===== src/rtl/csa_pkg.sv =====
// Purpose: shared constants and elaboration helpers for the carry-select adder.
// Latency: not applicable (package only).
// Backpressure: not applicable (package only).
package csa_pkg;

  localparam int DEF_WIDTH = 64;
  localparam int DEF_SEG   = 8;
  localparam int DEF_SPS   = 2;

  // Ceiling log2; clog2(1) == 0.
  function automatic int clog2(input int v);
    int r;
    r = 0;
    for (int i = 0; i < 31; i++) begin
      if ((1 << i) < v) r = i + 1;
    end
    return r;
  endfunction

  // Pipeline depth: ceil(N / sps) with N = w / s. Degenerate parameters
  // collapse to one stage so elaboration reaches the explicit checks.
  function automatic int lat_of(input int w, input int s, input int sps);
    int n;
    if (s < 1 || sps < 1) return 1;
    n = w / s;
    if (n < 1) return 1;
    return (n + sps - 1) / sps;
  endfunction

endpackage


===== src/rtl/csa_segment.sv =====
// Purpose: one carry-select segment; both candidate sums are formed up front
// Latency: combinational
// Backpressure: none (pure datapath slice)
// Ports: a_seg/b_seg segment operands, cin selects the candidate,
//        sum_seg/cout are the selected segment sum and carry out.
module csa_segment #(
  parameter int SEG = 8
) (
  input  logic [SEG-1:0] a_seg,
  input  logic [SEG-1:0] b_seg,
  input  logic           cin,
  output logic [SEG-1:0] sum_seg,
  output logic           cout
);

  logic [SEG:0] w_sum0;
  logic [SEG:0] w_sum1;

  // Candidate for carry-in 0 and carry-in 1; the real carry only drives the mux.
  assign w_sum0 = {1'b0, a_seg} + {1'b0, b_seg};
  assign w_sum1 = {1'b0, a_seg} + {1'b0, b_seg} + {{SEG{1'b0}}, 1'b1};

  assign sum_seg = cin ? w_sum1[SEG-1:0] : w_sum0[SEG-1:0];
  assign cout    = cin ? w_sum1[SEG]     : w_sum0[SEG];

endmodule


===== src/rtl/csa_pipe_adder.sv =====
// Purpose: pipelined carry-select adder/subtractor with signed-overflow flag
// Latency: LAT = ceil((WIDTH/SEG)/SEGS_PER_STAGE) cycles from accept to out_valid
// Backpressure: whole pipe freezes while out_valid && !out_ready; in_ready = !stall
// Ports: clk/rst (sync, active-high); in_valid/in_ready with a, b, c_in, sub;
//        out_valid/out_ready with sum, c_out (1 = no borrow on sub), ovf.
module csa_pipe_adder
  import csa_pkg::*;
#(
  parameter int WIDTH          = DEF_WIDTH,
  parameter int SEG            = DEF_SEG,
  parameter int SEGS_PER_STAGE = DEF_SPS
) (
  input  logic             clk,
  input  logic             rst,
  input  logic             in_valid,
  output logic             in_ready,
  input  logic [WIDTH-1:0] a,
  input  logic [WIDTH-1:0] b,
  input  logic             c_in,
  input  logic             sub,
  output logic             out_valid,
  input  logic             out_ready,
  output logic [WIDTH-1:0] sum,
  output logic             c_out,
  output logic             ovf
);

  if (SEG < 1) begin : g_chk_seg
    $error("csa_pipe_adder: SEG must be at least 1");
  end else if (WIDTH % SEG != 0) begin : g_chk_width
    $error("csa_pipe_adder: WIDTH must be a multiple of SEG");
  end
  if (SEGS_PER_STAGE < 1) begin : g_chk_sps
    $error("csa_pipe_adder: SEGS_PER_STAGE must be at least 1");
  end

  // Clamped copies keep the arithmetic below defined while the checks fire.
  localparam int SEG_W = (SEG < 1) ? 1 : SEG;
  localparam int SPS_W = (SEGS_PER_STAGE < 1) ? 1 : SEGS_PER_STAGE;
  localparam int N     = WIDTH / SEG_W;
  localparam int LAT   = lat_of(WIDTH, SEG_W, SPS_W);

  // Stage registers
  logic [LAT-1:0]            r_vld;
  logic [LAT-1:0]            r_c;
  logic [LAT-1:0]            r_as;
  logic [LAT-1:0]            r_bs;
  logic [LAT-1:0][WIDTH-1:0] r_a;
  logic [LAT-1:0][WIDTH-1:0] r_b;
  logic [LAT-1:0][WIDTH-1:0] r_sum;

  // What each stage sees at its input, and what it hands to its register
  logic [LAT-1:0]            w_src_vld;
  logic [LAT-1:0]            w_src_c;
  logic [LAT-1:0]            w_src_as;
  logic [LAT-1:0]            w_src_bs;
  logic [LAT-1:0][WIDTH-1:0] w_src_a;
  logic [LAT-1:0][WIDTH-1:0] w_src_b;
  logic [LAT-1:0][WIDTH-1:0] w_src_sum;
  logic [LAT-1:0][WIDTH-1:0] w_nxt_sum;
  logic [LAT-1:0]            w_nxt_c;
  logic [WIDTH-1:0]          w_res_all;

  logic [WIDTH-1:0] w_bb;
  logic             w_cc;
  logic             w_stall;
  logic             w_unused;

  assign w_bb    = sub ? ~b : b;
  assign w_cc    = sub ? 1'b1 : c_in;
  assign w_stall = r_vld[LAT-1] && !out_ready;
  // Reset forces the pipe empty, so accepting is always safe during reset.
  assign in_ready = rst || !w_stall;

  for (genvar s = 0; s < LAT; s++) begin : g_src
    if (s == 0) begin : g_head
      assign w_src_vld[s] = in_valid;
      assign w_src_c[s]   = w_cc;
      assign w_src_as[s]  = a[WIDTH-1];
      assign w_src_bs[s]  = w_bb[WIDTH-1];
      assign w_src_a[s]   = a;
      assign w_src_b[s]   = w_bb;
      assign w_src_sum[s] = '0;
    end else begin : g_body
      assign w_src_vld[s] = r_vld[s-1];
      assign w_src_c[s]   = r_c[s-1];
      assign w_src_as[s]  = r_as[s-1];
      assign w_src_bs[s]  = r_bs[s-1];
      assign w_src_a[s]   = r_a[s-1];
      assign w_src_b[s]   = r_b[s-1];
      assign w_src_sum[s] = r_sum[s-1];
    end
  end

  // Segment i belongs to stage i/SPS; the first segment of a stage takes the
  // registered running carry, the others chain within the stage.
  for (genvar i = 0; i < N; i++) begin : g_seg
    localparam int S = i / SPS_W;
    logic             w_cin;
    logic             w_cout;
    logic [SEG_W-1:0] w_sum;

    if (i % SPS_W == 0) begin : g_first
      assign w_cin = w_src_c[S];
    end else begin : g_chain
      assign w_cin = g_seg[i-1].w_cout;
    end

    csa_segment #(.SEG(SEG_W)) u_seg (
      .a_seg   (w_src_a[S][i*SEG_W +: SEG_W]),
      .b_seg   (w_src_b[S][i*SEG_W +: SEG_W]),
      .cin     (w_cin),
      .sum_seg (w_sum),
      .cout    (w_cout)
    );

    assign w_res_all[i*SEG_W +: SEG_W] = w_sum;
  end

  // Each stage overlays its own resolved bit range onto the partial sum;
  // the last stage may cover fewer segments than SPS.
  for (genvar s = 0; s < LAT; s++) begin : g_stage
    localparam int LO     = s * SPS_W * SEG_W;
    localparam int HI_SEG = ((s + 1) * SPS_W < N) ? (s + 1) * SPS_W : N;
    localparam int HI     = HI_SEG * SEG_W;
    localparam logic [WIDTH-1:0] ONES = '1;
    localparam logic [WIDTH-1:0] M_HI = (HI >= WIDTH) ? ONES : ~(ONES << HI);
    localparam logic [WIDTH-1:0] MASK = M_HI & (ONES << LO);

    assign w_nxt_sum[s] = (w_src_sum[s] & ~MASK) | (w_res_all & MASK);
    assign w_nxt_c[s]   = g_seg[HI_SEG-1].w_cout;
  end

  always_ff @(posedge clk) begin
    if (rst) begin
      r_vld <= '0;
      r_c   <= '0;
      r_as  <= '0;
      r_bs  <= '0;
      r_a   <= '0;
      r_b   <= '0;
      r_sum <= '0;
    end else if (!w_stall) begin
      r_vld <= w_src_vld;
      r_c   <= w_nxt_c;
      r_as  <= w_src_as;
      r_bs  <= w_src_bs;
      r_a   <= w_src_a;
      r_b   <= w_src_b;
      r_sum <= w_nxt_sum;
    end
  end

  // Operand bits already consumed (and the whole last-stage copy) go nowhere.
  assign w_unused = ^{r_a, r_b};

  assign out_valid = r_vld[LAT-1];
  assign sum       = r_sum[LAT-1];
  assign c_out     = r_c[LAT-1];
  assign ovf       = (r_as[LAT-1] == r_bs[LAT-1]) && (r_sum[LAT-1][WIDTH-1] != r_as[LAT-1]);

endmodule


===== config.mk =====
export PLATFORM = sky130hd
export DESIGN_NAME = csa_pipe_adder
export DESIGN_NICKNAME = d
export VERILOG_FILES = /design/src/rtl/csa_pkg.sv /design/src/rtl/csa_segment.sv /design/src/rtl/csa_pipe_adder.sv
export SDC_FILE = /design/constraint.sdc
export NUM_CORES = 1
export LEC_CHECK = 0
export BUFFER_PORTS_ARGS = -buffer_cell sky130_fd_sc_hd__buf_2
export CAP_MARGIN = 25
export CORE_UTILIZATION = 50
export CTS_CLUSTER_DIAMETER = 80
export DETAILED_ROUTE_END_ITERATION = 12
export PLACE_DENSITY = 0.7
export SLEW_MARGIN = 20
export SYNTH_ARGS = -nofsm -noshare
export SYNTH_HDL_FRONTEND = slang
export SYNTH_HIERARCHICAL = 1
export SYNTH_SLANG_ARGS = --single-unit

===== constraint.sdc =====
create_clock -name clk -period 5.2 [get_ports clk]
set_input_delay 0.52 -clock clk [delete_from_list [all_inputs] [get_ports clk]]
set_output_delay 0.52 -clock clk [all_outputs]
set_load 0.02 [all_outputs]

==> flow_metrics.tcl <==
set metrics [dict create \
    status "complete, no violations" \
    drv_cap 0 \
    r2r-start "r_a[176]" \
    rr_worst_depth 14 \
    synthAdderAreaFrac_pct 6.064 \
    cts_hold_buf 0 \
    fin_nets 2401 \
    final_cell_area_sq_um 19280 \
    clk-insertion-delay-late_ns 0.53 \
    seq_area_frac_synth_pct 41.42 \
    area_growth_pct 10.17 \
    fillers 3248 \
    synthCells 2129 \
    synth.avg_cell_area_sq_um 8.218 \
    yosysWarningCount 6 \
    clk_pin_slew_worst_paths_ns 0.06 \
    dp_hpwl_um 26080 \
    cts_tree "built" \
    path_cells "buf_4 > xor2_1 > ha_1 > fa_1 > a21oi_1 > o21bai_1 > xor2_2 > nand4_1 > or3_1 > o211ai_1 > and4_1 > nand3_2 > or3b_1 > xor2_1 > nand2_1 > a21oi_1" \
    cp_data_arrival_time_ns 4.10 \
    yosys.area_share.simple_pct 18.69 \
    placed_area_sq_um 18080 \
    clk_path_buf_depth 3 \
    yosys.area.top_type "dfxtp_1" \
    drtPass1Iterations 7 \
    grt_pass1_vias 12270 \
    clock_sinks 362 \
    num_io_pins 202 \
    hold_viol 0 \
    final_antenna_net_count 0 \
    grtUsageTotal_pct 21.02 \
    worst_r2r_endpoint "sum[63]" \
    core-area_sq_um 34460 \
    clock.fmax_mhz 268.6 \
    cts_max_level 2 \
    synth-xor-area-share_pct 9.096 \
    antenna_found_initial 0 \
    critical_path.top_delay_family "simple AND/OR/NAND/NOR gates" \
    syn_area_sq_um 17500 \
    first_iter_violations 908 \
    peakVddDrop_mv 0.2179 \
    setup-tns-final_ns 0 \
    required_ns 5.58 \
    synth_compound_area_share_pct 16.59 \
    finalSetupViolCount 0 \
    vias_per_cell 5.109 \
    cts_buffers 38 \
    rows 68 \
    io_buffers 201 \
    synth-seq-cells 362 \
    finalCritPeriodShare_pct 71.61 \
    grt_overflow 0 \
    end_kind "register" \
    cts_resized 0 \
    p_leak_nw 7.862 \
    rrSetupSlack_ns 1.51 \
    rsz0062_at_grt "false" \
    dieWidth_um 189.1 \
    worst_path_max_delay_cell "fa_1" \
    detail_route.wirelength_um 37950 \
    initial_core_util_pct 50.78 \
    syn_nets 2343 \
    cellPowerDensity_nw_per_um2 347.1 \
    final.min_clock_period_ns 3.724 \
    routedWlPerCell_um 14.25 \
    path_max_fanout 14 \
    die_area_sq_um 35750 \
    critPathKind "input pin to register" \
    synth.area.top_cells "dfxtp_1, nand2_1, a21oi_1, xnor2_1, ha_1" \
    drive_gt1_share_pct 14.67 \
    postCtsSetupRepairBufs 0 \
    report.final.slew_viol_count 0 \
    cts_root_buffer "clkbuf_16" \
    synth_cell_types 39 \
    startpoint "sub" \
    path_buf_inv 1 \
    cp_slowest_stage_delay_ns 0.40 \
    antenna_cells 0 \
    grt_max_degree 231 \
    synth_top_area_share_pct 41.42 \
    synth_top_family_by_area "simple AND/OR/NAND/NOR gates" \
    die_h_um 189.1 \
    crit_cells 16 \
    routabilityCongestion 0.8049 \
    drc_errors 0 \
    vias 13610 \
    max_slew_margin_pct 32.89 \
    cp-start-kind "input pin" \
    hp-class "input pin to register" \
    fin_skew_ns 0.009803 \
    worstMarginPinSlew_ns 1.007 \
    grt_pass1_wl_um 62400 \
    crit_path_end "r_sum[15]" \
    synthMuxAreaShare_pct 0.8581 \
]
==> logic make-up (layout without fill, tap and decap cells) <==
family	count (synthesis)	count (layout)
adder cells (fa/ha/maj)	80	80
AND/OR/NAND/NOR	801	801
buffers and inverters	226	305
flip-flops	362	362
multiplexers	14	14
XOR/XNOR	168	168
AO/OA/AOI/OAI	478	478
==> how the worst min path moves through the flow <==
stage	startpoint	to	cells after the start
2_1_floorplan	r_a[32]	r_a[32]	2
3_3_place_gp	sum[3]	sum[3]	2
3_5_place_dp	sum[19]	sum[19]	2
4_1_cts	a[18]	r_a[18]	3
5_1_grt	a[27]	r_a[27]	3
6_report	a[17]	r_a[17]	3
==> report_power, final <==
part           leakage [nW]  total [mW]  switching, mW  internal, mW
Sequential             2.98        3.09          0.111          2.98
Clock                 0.585        2.61           1.05          1.56
Combinational          4.30       0.989          0.576         0.413
==> worst register-to-register path: cells and delay by family, from the launching register on <==
kind | cells | cell delay [ns]
and+or+nand+nor | 6 | 1.42
adders and majority gates | 2 | 0.62
xor gates and xnor gates | 2 | 0.40
DFF | 1 | 0.31
AOI/OAI and AO/OA | 4 | 0.80
==> final cells by class <==
| type | instances | area (sq um) | area share, % |
|---|---|---|---|
| Multi-Input combinational cell | 1541 | 8990 | 46.64 |
| Sequential cell | 362 | 7247 | 37.60 |
| Timing Repair Buffer | 210 | 1149 | 5.959 |
| Clock buffer | 54 | 1102 | 5.719 |
| Tap cell | 455 | 569.3 | 2.953 |
| Inverter | 34 | 127.6 | 0.6621 |
| Clock inverter | 7 | 91.34 | 0.4738 |
==> synthesized netlist by cell type, drive strengths merged <==
master and instances:
fa 8, o311ai 16, ha 72, a21oi 349
nand4 8, o211ai 8, xor2 56, o21bai 8
xnor2 112, and4 8, nor3b 2, mux2 8
or3 8, nand2b 10, mux2i 6, nor2b 7
o2111ai 8, or3b 8, nand3 24, o21a 8
buf 156, a211oi 56, o21ai 25, dfxtp 362
nand2 644, nor2 73, inv 34, clkbuf 36
or2 9
==> routing by layer <==
layer	global-route usage (%)	vias to the layer above	part of all wire, %
li1	-	7131	-
met1	34.40	6121	55
met2	28.05	308	39
met3	3.040	45	4.8
met4	5.025	0	1.5
met5	0	-	0
==> sequential cells by signal (all words and copies together), names as in the netlist <==
register	cells
r_bs	4
r_sum	96
r_b	93
r_vld	4
sum	64
r_a	93
r_as	4
r_c	4
==> stage by stage <==
stage / setup slack, ns / hold slack [ns] / power [mW] / utilization, % / instances
after detailed placement: 1.010 / 0.4407 / 4.126 / 52.48 / 2602
after global placement: 1.186 / 0.4365 / 4.099 / 52.48 / 2602
after CTS: 1.547 / 0.2153 / 6.756 / 55.94 / 2663
after global routing: 1.240 / 0.2209 / 7.011 / 55.94 / 2663
final: 1.476 / 0.2330 / 6.690 / 55.94 / 2663
after floorplan: 1.293 / 0.4321 / 3.883 / - / 2129
==> cells in the final DEF (no fill, tap or decap), types with 9 or more instances in the layout <==
cell	Yosys	routed
dfxtp_1	362	362
clkbuf_16	0	39
nand3_1	16	16
xor2_1	48	48
nor2_1	73	73
xnor2_1	104	104
buf_2	71	199
a211oi_1	46	46
ha_1	72	72
nand2_1	644	644
a211oi_2	10	10
nand2b_1	10	9
inv_1	34	34
a21oi_1	341	341
o21ai_0	25	25
No activity file was read; power rests on OpenSTA's default activity.
